`src/rtl/mc_controller.sv`:
```
// Multi-cycle MIPS-subset control FSM: sequences fetch/decode/execute/writeback
// and decodes datapath control signals from the current state.
module mc_controller (
    input  logic       clk,
    input  logic       rst,
    input  logic [5:0] op,
    input  logic [5:0] funct,
    input  logic       zero,
    input  logic       mem_ready,
    output logic       iord,
    output logic       memwrite,
    output logic       irwrite,
    output logic       regdst,
    output logic       memtoreg,
    output logic       regwrite,
    output logic       alusrca,
    output logic [1:0] alusrcb,
    output logic [1:0] pcsrc,
    output logic       pcen,
    output logic [2:0] alucontrol,
    output logic       illegal,
    output logic [3:0] state
);

    localparam int unsigned OP_W    = 6;
    localparam int unsigned ALU_W   = 3;
    localparam int unsigned STATE_W = 4;

    localparam logic [OP_W-1:0] OP_RTYPE = 6'b000000;
    localparam logic [OP_W-1:0] OP_LW    = 6'b100011;
    localparam logic [OP_W-1:0] OP_SW    = 6'b101011;
    localparam logic [OP_W-1:0] OP_BEQ   = 6'b000100;
    localparam logic [OP_W-1:0] OP_ADDI  = 6'b001000;
    localparam logic [OP_W-1:0] OP_J     = 6'b000010;

    localparam logic [OP_W-1:0] FN_ADD = 6'b100000;
    localparam logic [OP_W-1:0] FN_SUB = 6'b100010;
    localparam logic [OP_W-1:0] FN_AND = 6'b100100;
    localparam logic [OP_W-1:0] FN_OR  = 6'b100101;
    localparam logic [OP_W-1:0] FN_SLT = 6'b101010;

    localparam logic [ALU_W-1:0] ALU_ADD = 3'b010;
    localparam logic [ALU_W-1:0] ALU_SUB = 3'b110;
    localparam logic [ALU_W-1:0] ALU_AND = 3'b000;
    localparam logic [ALU_W-1:0] ALU_OR  = 3'b001;
    localparam logic [ALU_W-1:0] ALU_SLT = 3'b111;

    typedef enum logic [STATE_W-1:0] {
        S_FETCH   = 4'd0,
        S_DECODE  = 4'd1,
        S_MEMADR  = 4'd2,
        S_MEMRD   = 4'd3,
        S_MEMWB   = 4'd4,
        S_MEMWR   = 4'd5,
        S_RTYPEEX = 4'd6,
        S_RTYPEWB = 4'd7,
        S_BEQEX   = 4'd8,
        S_ADDIEX  = 4'd9,
        S_ADDIWB  = 4'd10,
        S_JEX     = 4'd11
    } state_t;

    state_t state_q;
    state_t state_d;

    // State register; reset returns to FETCH and aborts any instruction in flight.
    always_ff @(posedge clk) begin
        if (rst) begin
            state_q <= S_FETCH;
        end else begin
            state_q <= state_d;
        end
    end

    // Next-state and control decode; write enables are suppressed while in reset.
    always_comb begin
        state_d    = state_q;
        iord       = 1'b0;
        memwrite   = 1'b0;
        irwrite    = 1'b0;
        regdst     = 1'b0;
        memtoreg   = 1'b0;
        regwrite   = 1'b0;
        alusrca    = 1'b0;
        alusrcb    = 2'b00;
        pcsrc      = 2'b00;
        pcen       = 1'b0;
        alucontrol = ALU_ADD;
        illegal    = 1'b0;

        case (state_q)
            S_FETCH: begin
                alusrcb = 2'b01;
                irwrite = mem_ready;
                pcen    = mem_ready;
                if (mem_ready) begin
                    state_d = S_DECODE;
                end
            end
            S_DECODE: begin
                alusrcb = 2'b11;
                case (op)
                    OP_LW, OP_SW: state_d = S_MEMADR;
                    OP_RTYPE:     state_d = S_RTYPEEX;
                    OP_BEQ:       state_d = S_BEQEX;
                    OP_ADDI:      state_d = S_ADDIEX;
                    OP_J:         state_d = S_JEX;
                    default: begin
                        state_d = S_FETCH;
                        illegal = 1'b1;
                    end
                endcase
            end
            S_MEMADR: begin
                alusrca = 1'b1;
                alusrcb = 2'b10;
                state_d = (op == OP_LW) ? S_MEMRD : S_MEMWR;
            end
            S_MEMRD: begin
                iord = 1'b1;
                if (mem_ready) begin
                    state_d = S_MEMWB;
                end
            end
            S_MEMWB: begin
                memtoreg = 1'b1;
                regwrite = 1'b1;
                state_d  = S_FETCH;
            end
            S_MEMWR: begin
                iord     = 1'b1;
                memwrite = 1'b1;
                if (mem_ready) begin
                    state_d = S_FETCH;
                end
            end
            S_RTYPEEX: begin
                alusrca = 1'b1;
                case (funct)
                    FN_SUB:  alucontrol = ALU_SUB;
                    FN_AND:  alucontrol = ALU_AND;
                    FN_OR:   alucontrol = ALU_OR;
                    FN_SLT:  alucontrol = ALU_SLT;
                    FN_ADD:  alucontrol = ALU_ADD;
                    default: alucontrol = ALU_ADD;
                endcase
                state_d = S_RTYPEWB;
            end
            S_RTYPEWB: begin
                regdst   = 1'b1;
                regwrite = 1'b1;
                state_d  = S_FETCH;
            end
            S_BEQEX: begin
                alusrca    = 1'b1;
                alucontrol = ALU_SUB;
                pcsrc      = 2'b01;
                pcen       = zero;
                state_d    = S_FETCH;
            end
            S_ADDIEX: begin
                alusrca = 1'b1;
                alusrcb = 2'b10;
                state_d = S_ADDIWB;
            end
            S_ADDIWB: begin
                regwrite = 1'b1;
                state_d  = S_FETCH;
            end
            S_JEX: begin
                pcsrc   = 2'b10;
                pcen    = 1'b1;
                state_d = S_FETCH;
            end
            default: begin
                state_d = S_FETCH;
            end
        endcase

        if (rst) begin
            memwrite = 1'b0;
            irwrite  = 1'b0;
            regwrite = 1'b0;
            pcen     = 1'b0;
            illegal  = 1'b0;
        end
    end

    // Debug view of the current state code.
    assign state = STATE_W'(state_q);

endmodule
```
`config.mk`:
```
export PLATFORM = sky130hd
export DESIGN_NAME = mc_controller
export DESIGN_NICKNAME = d
export VERILOG_FILES = /design/src/rtl/mc_controller.sv
export SDC_FILE = /design/constraint.sdc
export NUM_CORES = 1
export LEC_CHECK = 0
export ABC_AREA = 1
export CAP_MARGIN = 25
export CORE_MARGIN = 5
export CORE_UTILIZATION = 38
export DETAILED_ROUTE_END_ITERATION = 8
export PLACE_DENSITY = 0.83
export SYNTH_ARGS = -nofsm -noshare
export SYNTH_HDL_FRONTEND = slang
export SYNTH_SLANG_ARGS = --single-unit
```
`constraint.sdc`:
```
create_clock -name clk -period 2.01 [get_ports clk]
set_clock_uncertainty 0.1 [all_clocks]
set_input_delay 0.5025 -clock clk [delete_from_list [all_inputs] [get_ports clk]]
set_output_delay 0.5025 -clock clk [all_outputs]
set_load 0.01 [all_outputs]
```
* Yosys cells after proc, flatten, opt, wreduce, memory -nomap -nowiden
Index checks and enable logic that the tools add are counted.
Cells by class: eq/ne operators 23, muxes and demuxes 25, reductions and logical operators 9
Operator list (count):
- $eq 6x6->1 const B | 6
- $pmux 4 s7 | 1
- $pmux 4 s5 | 1
- $eq 4x3->1 const B | 4
- $eq 4x4->1 const B | 4
- $mux 1 | 14
- $mux 4 | 3
- $pmux 3 s4 | 1
- $eq 4x2->1 const B | 2
- $eq 6x2->1 const B | 1
- $eq 6x3->1 const B | 1
- $eq 6x4->1 const B | 1
- $logic_not 6->1 | 1
- $ne 2x2->1 const B | 3
- $pmux 2 s3 | 1
- $pmux 3 s2 | 1
- $reduce_or 2->1 | 3
- $reduce_or 6->1 | 1
- $eq 4x1->1 const B | 1
- $logic_not 4->1 | 1
- $pmux 2 s2 | 1
- $reduce_or 4->1 | 1
- $mux 3 | 1
- $pmux 1 s3 | 1
- 2 further kinds | 2
Word-level totals: flip-flop bits (word level) 4, output and inout bits 20, word-level logic and storage cells 58

* Logic depth before layout (Yosys ltp)
depth in word-level cells 5, gate-level depth with buffers 9

* Worst setup path before layout
Ideal clock, no wire load.
kind input to output, start point in funct[0], end point out alucontrol[0], arrival 1.119 ns, required time 1.407 ns, slack 0.288 ns, stages 3, path through nor4_1 -> nand2_1 -> o21ai_0
Between the ends: longest elaborated chain between the ends 3
RTL lines:
- start, declared | RTL line 7 | input logic [5:0] funct,
- $eq 6x6->1 | RTL line 139 | case (funct)
- $pmux 3 s4 * | RTL line 139
- $pmux 3 s2 * | RTL line 91 | case (state_q)
- end, declared | RTL line 20 | output logic [2:0] alucontrol,
Mark *: on every way between the ends. The rest lies on a longest branch, timed or not.

* Final worst setup path
start point in funct[4], end point out alucontrol[0]
Same word-level chain as after synthesis.

==> flow_summary.toml <==
[run_status]
status = "complete, no violations"

[setup_path]
rr_startpoint = "state[1]"
required_ns = 1.41
r2r_end = "state[2]"
rr_worst_depth = 9
rrSetupSlack_ns = 0.60
cp-end-kind = "primary output"
path_class = "input pin to primary output"
crit_arrival_ns = 1.34
cp-start-kind = "input pin"
endpoint = "alucontrol[0]"
crit_fanout = 2
critPathLaunch = "funct[4]"

[cts]
clock_latency_ns = 0.24
clockBufferDepth = 2
cts.sinks = 4
clk_pin_slew_ns = 0.04
cts_hold_buf = 0
cts_tree = "yes"
clockRootBuffer = "clkbuf_4"
cts_max_level = 1
cts_made_buffers = 3

[timing]
finalHoldViolations = 0
finalCritPeriodShare = 0.964
whs_ns = 0.624
drv_slew = 0
worstMarginPinSlew_ns = 0.217
relSlewSlack = 0.854
fmax_ghz = 0.516
setup_tns_ns = 0
setup_viol = 0
min_period_ns = 1.94

[floorplanning]
die_x_um = 48.6
die_area_mm2 = 0.00236
io_pins = 36
core_area_mm2 = 0.00145
initial_core_util = 0.390
rows = 14
dieHeight_um = 48.6

[grt]
grt_use_met2 = 0.428
grtUsageTotal = 0.203
gr-total-overflow = 0
grt_pass1_wl_um = 4050
use_met3 = 0.0245
grt_max_degree = 7
grt_most_used_layer = "met2"
use_met1 = 0.197
antenna_found_initial = 0
grt_pass1_vias = 953

[layout]
layout_common_cells = "nand2_1, buf_4, inv_1"
regArea_um2 = 90.1
final_nets = 198
drive_above_1_share = 0.439
layout_commonest_cell = "nand2_1"
nFillCells = 112
finalInstanceArea_mm2 = 0.00117
diodes = 0
multi_input_area_um2 = 472
syn2layout_area_growth_pct = 106
largest_reg_flops = 4
final_core_util = 0.805

[placement]
gp_congestion = 0.840
port_buffers = 35
place_area_mm2 = 0.00110
hpwlAfterDp_um = 1760

[synthesis]
synth_seq_cells = 4
syn_area_um2 = 567
synthCells = 115
avgSynthCellArea_um2 = 4.93
yosysWarnings = 0
syn-num-nets = 131
synth_cell_types = 18
seq_area_frac_synth = 0.141

[routing]
vias_per_cell = 4.96
antenna_left = 0
dr.first_iter.drc_count = 27
drc = 0
first_pass_iters = 4
wl_per_cell_um = 12.5
dr_total_vias = 972
totalWireLength_um = 2460

[power]
power_density_mw_per_mm2 = 273
power.leakage_nw = 0.701
peakVddDrop_mv = 0.409

[hold_path]
hold_path.startpoint = "rst"
worstHoldPathType = "input pin to flop"

[job]
maxCapViolCount = 0
critical path: stages:
cell,delay (ns)
clkbuf_2,0.09
inv_2,0.04
nand2_2,0.05
nor4_2,0.28
nand2_1,0.10
o21ai_1,0.13
buf_2,0.14
layer usage:
layer  vias up  share of wire  wire [um]
met2        27           0.59       1450
met5         -              0          0
met1       450           0.36        876
met3         4          0.042        104
li1        491              -          -
met4         0         0.0086         21
layout make-up:
| cell class | instances | area share |
|---|---|---|
| Multi-Input combinational cell | 86 | 0.403 |
| Timing Repair Buffer | 62 | 0.401 |
| Inverter | 25 | 0.0824 |
| Sequential cell | 4 | 0.0770 |
| Clock buffer | 3 | 0.0193 |
| Tap cell | 16 | 0.0171 |
worst min path at each step:
stage | slack (ns) | cells past startpoint | end
global placement | 0.65 | 5 | state[0]
floorplan | 0.47 | 1 | state[0]
global route | 0.65 | 4 | state[1]
detailed placement | 0.65 | 5 | state[0]
finish | 0.62 | 4 | state[1]
CTS | 0.60 | 4 | state[1]
per-stage QoR:
stage | setup slack (ns) | cells | power, mW
finish | 0.0714 | 196 | 0.320
global route | -0.0215 | 196 | 0.336
CTS | -0.158 | 193 | 0.307
detailed placement | -0.673 | 188 | 0.211
global placement | -0.579 | 188 | 0.208
floorplan | 0.288 | 115 | 0.132
kinds of logic after synthesis:
logic type / synth area share
simple gates: 0.598
flops: 0.141
compound gates: 0.0949
buf+inv: 0.166
power breakdown:
| group | total [mW] | switching [mW] | internal, mW |
|---|---|---|---|
| sequential | 0.0864 | 0.00522 | 0.0812 |
| clock | 0.105 | 0.0374 | 0.0671 |
| combinational | 0.129 | 0.0666 | 0.0620 |
| total | 0.320 | 0.109 | 0.210 |
what timing repair did:
| action | in CTS | in global routing |
|---|---|---|
| pin swaps | 11 | 11 |
| resized for setup | 68 | 36 |
| setup buffers | 2 | 3 |
| endpoints found under the setup margin | 16 | 7 |
Yosys cell counts:
cell type,count,share of area
nand2_1,29,0.19
inv_1,23,0.15
nor2_1,23,0.15
nand3_1,11,0.097
a21oi_1,4,0.035
dfxtp_1,4,0.14
nor2_2,4,0.044
nand2_2,3,0.033
o21ai_0,3,0.026
inv_2,2,0.013
nand4_1,2,0.022
a31oi_1,1,0.011
nand2_4,1,0.020
nand3_2,1,0.018
nor3_1,1,0.0088
nor4_1,1,0.011
o21ai_1,1,0.0088
o31ai_1,1,0.013
(Power assumes the default switching activity.)
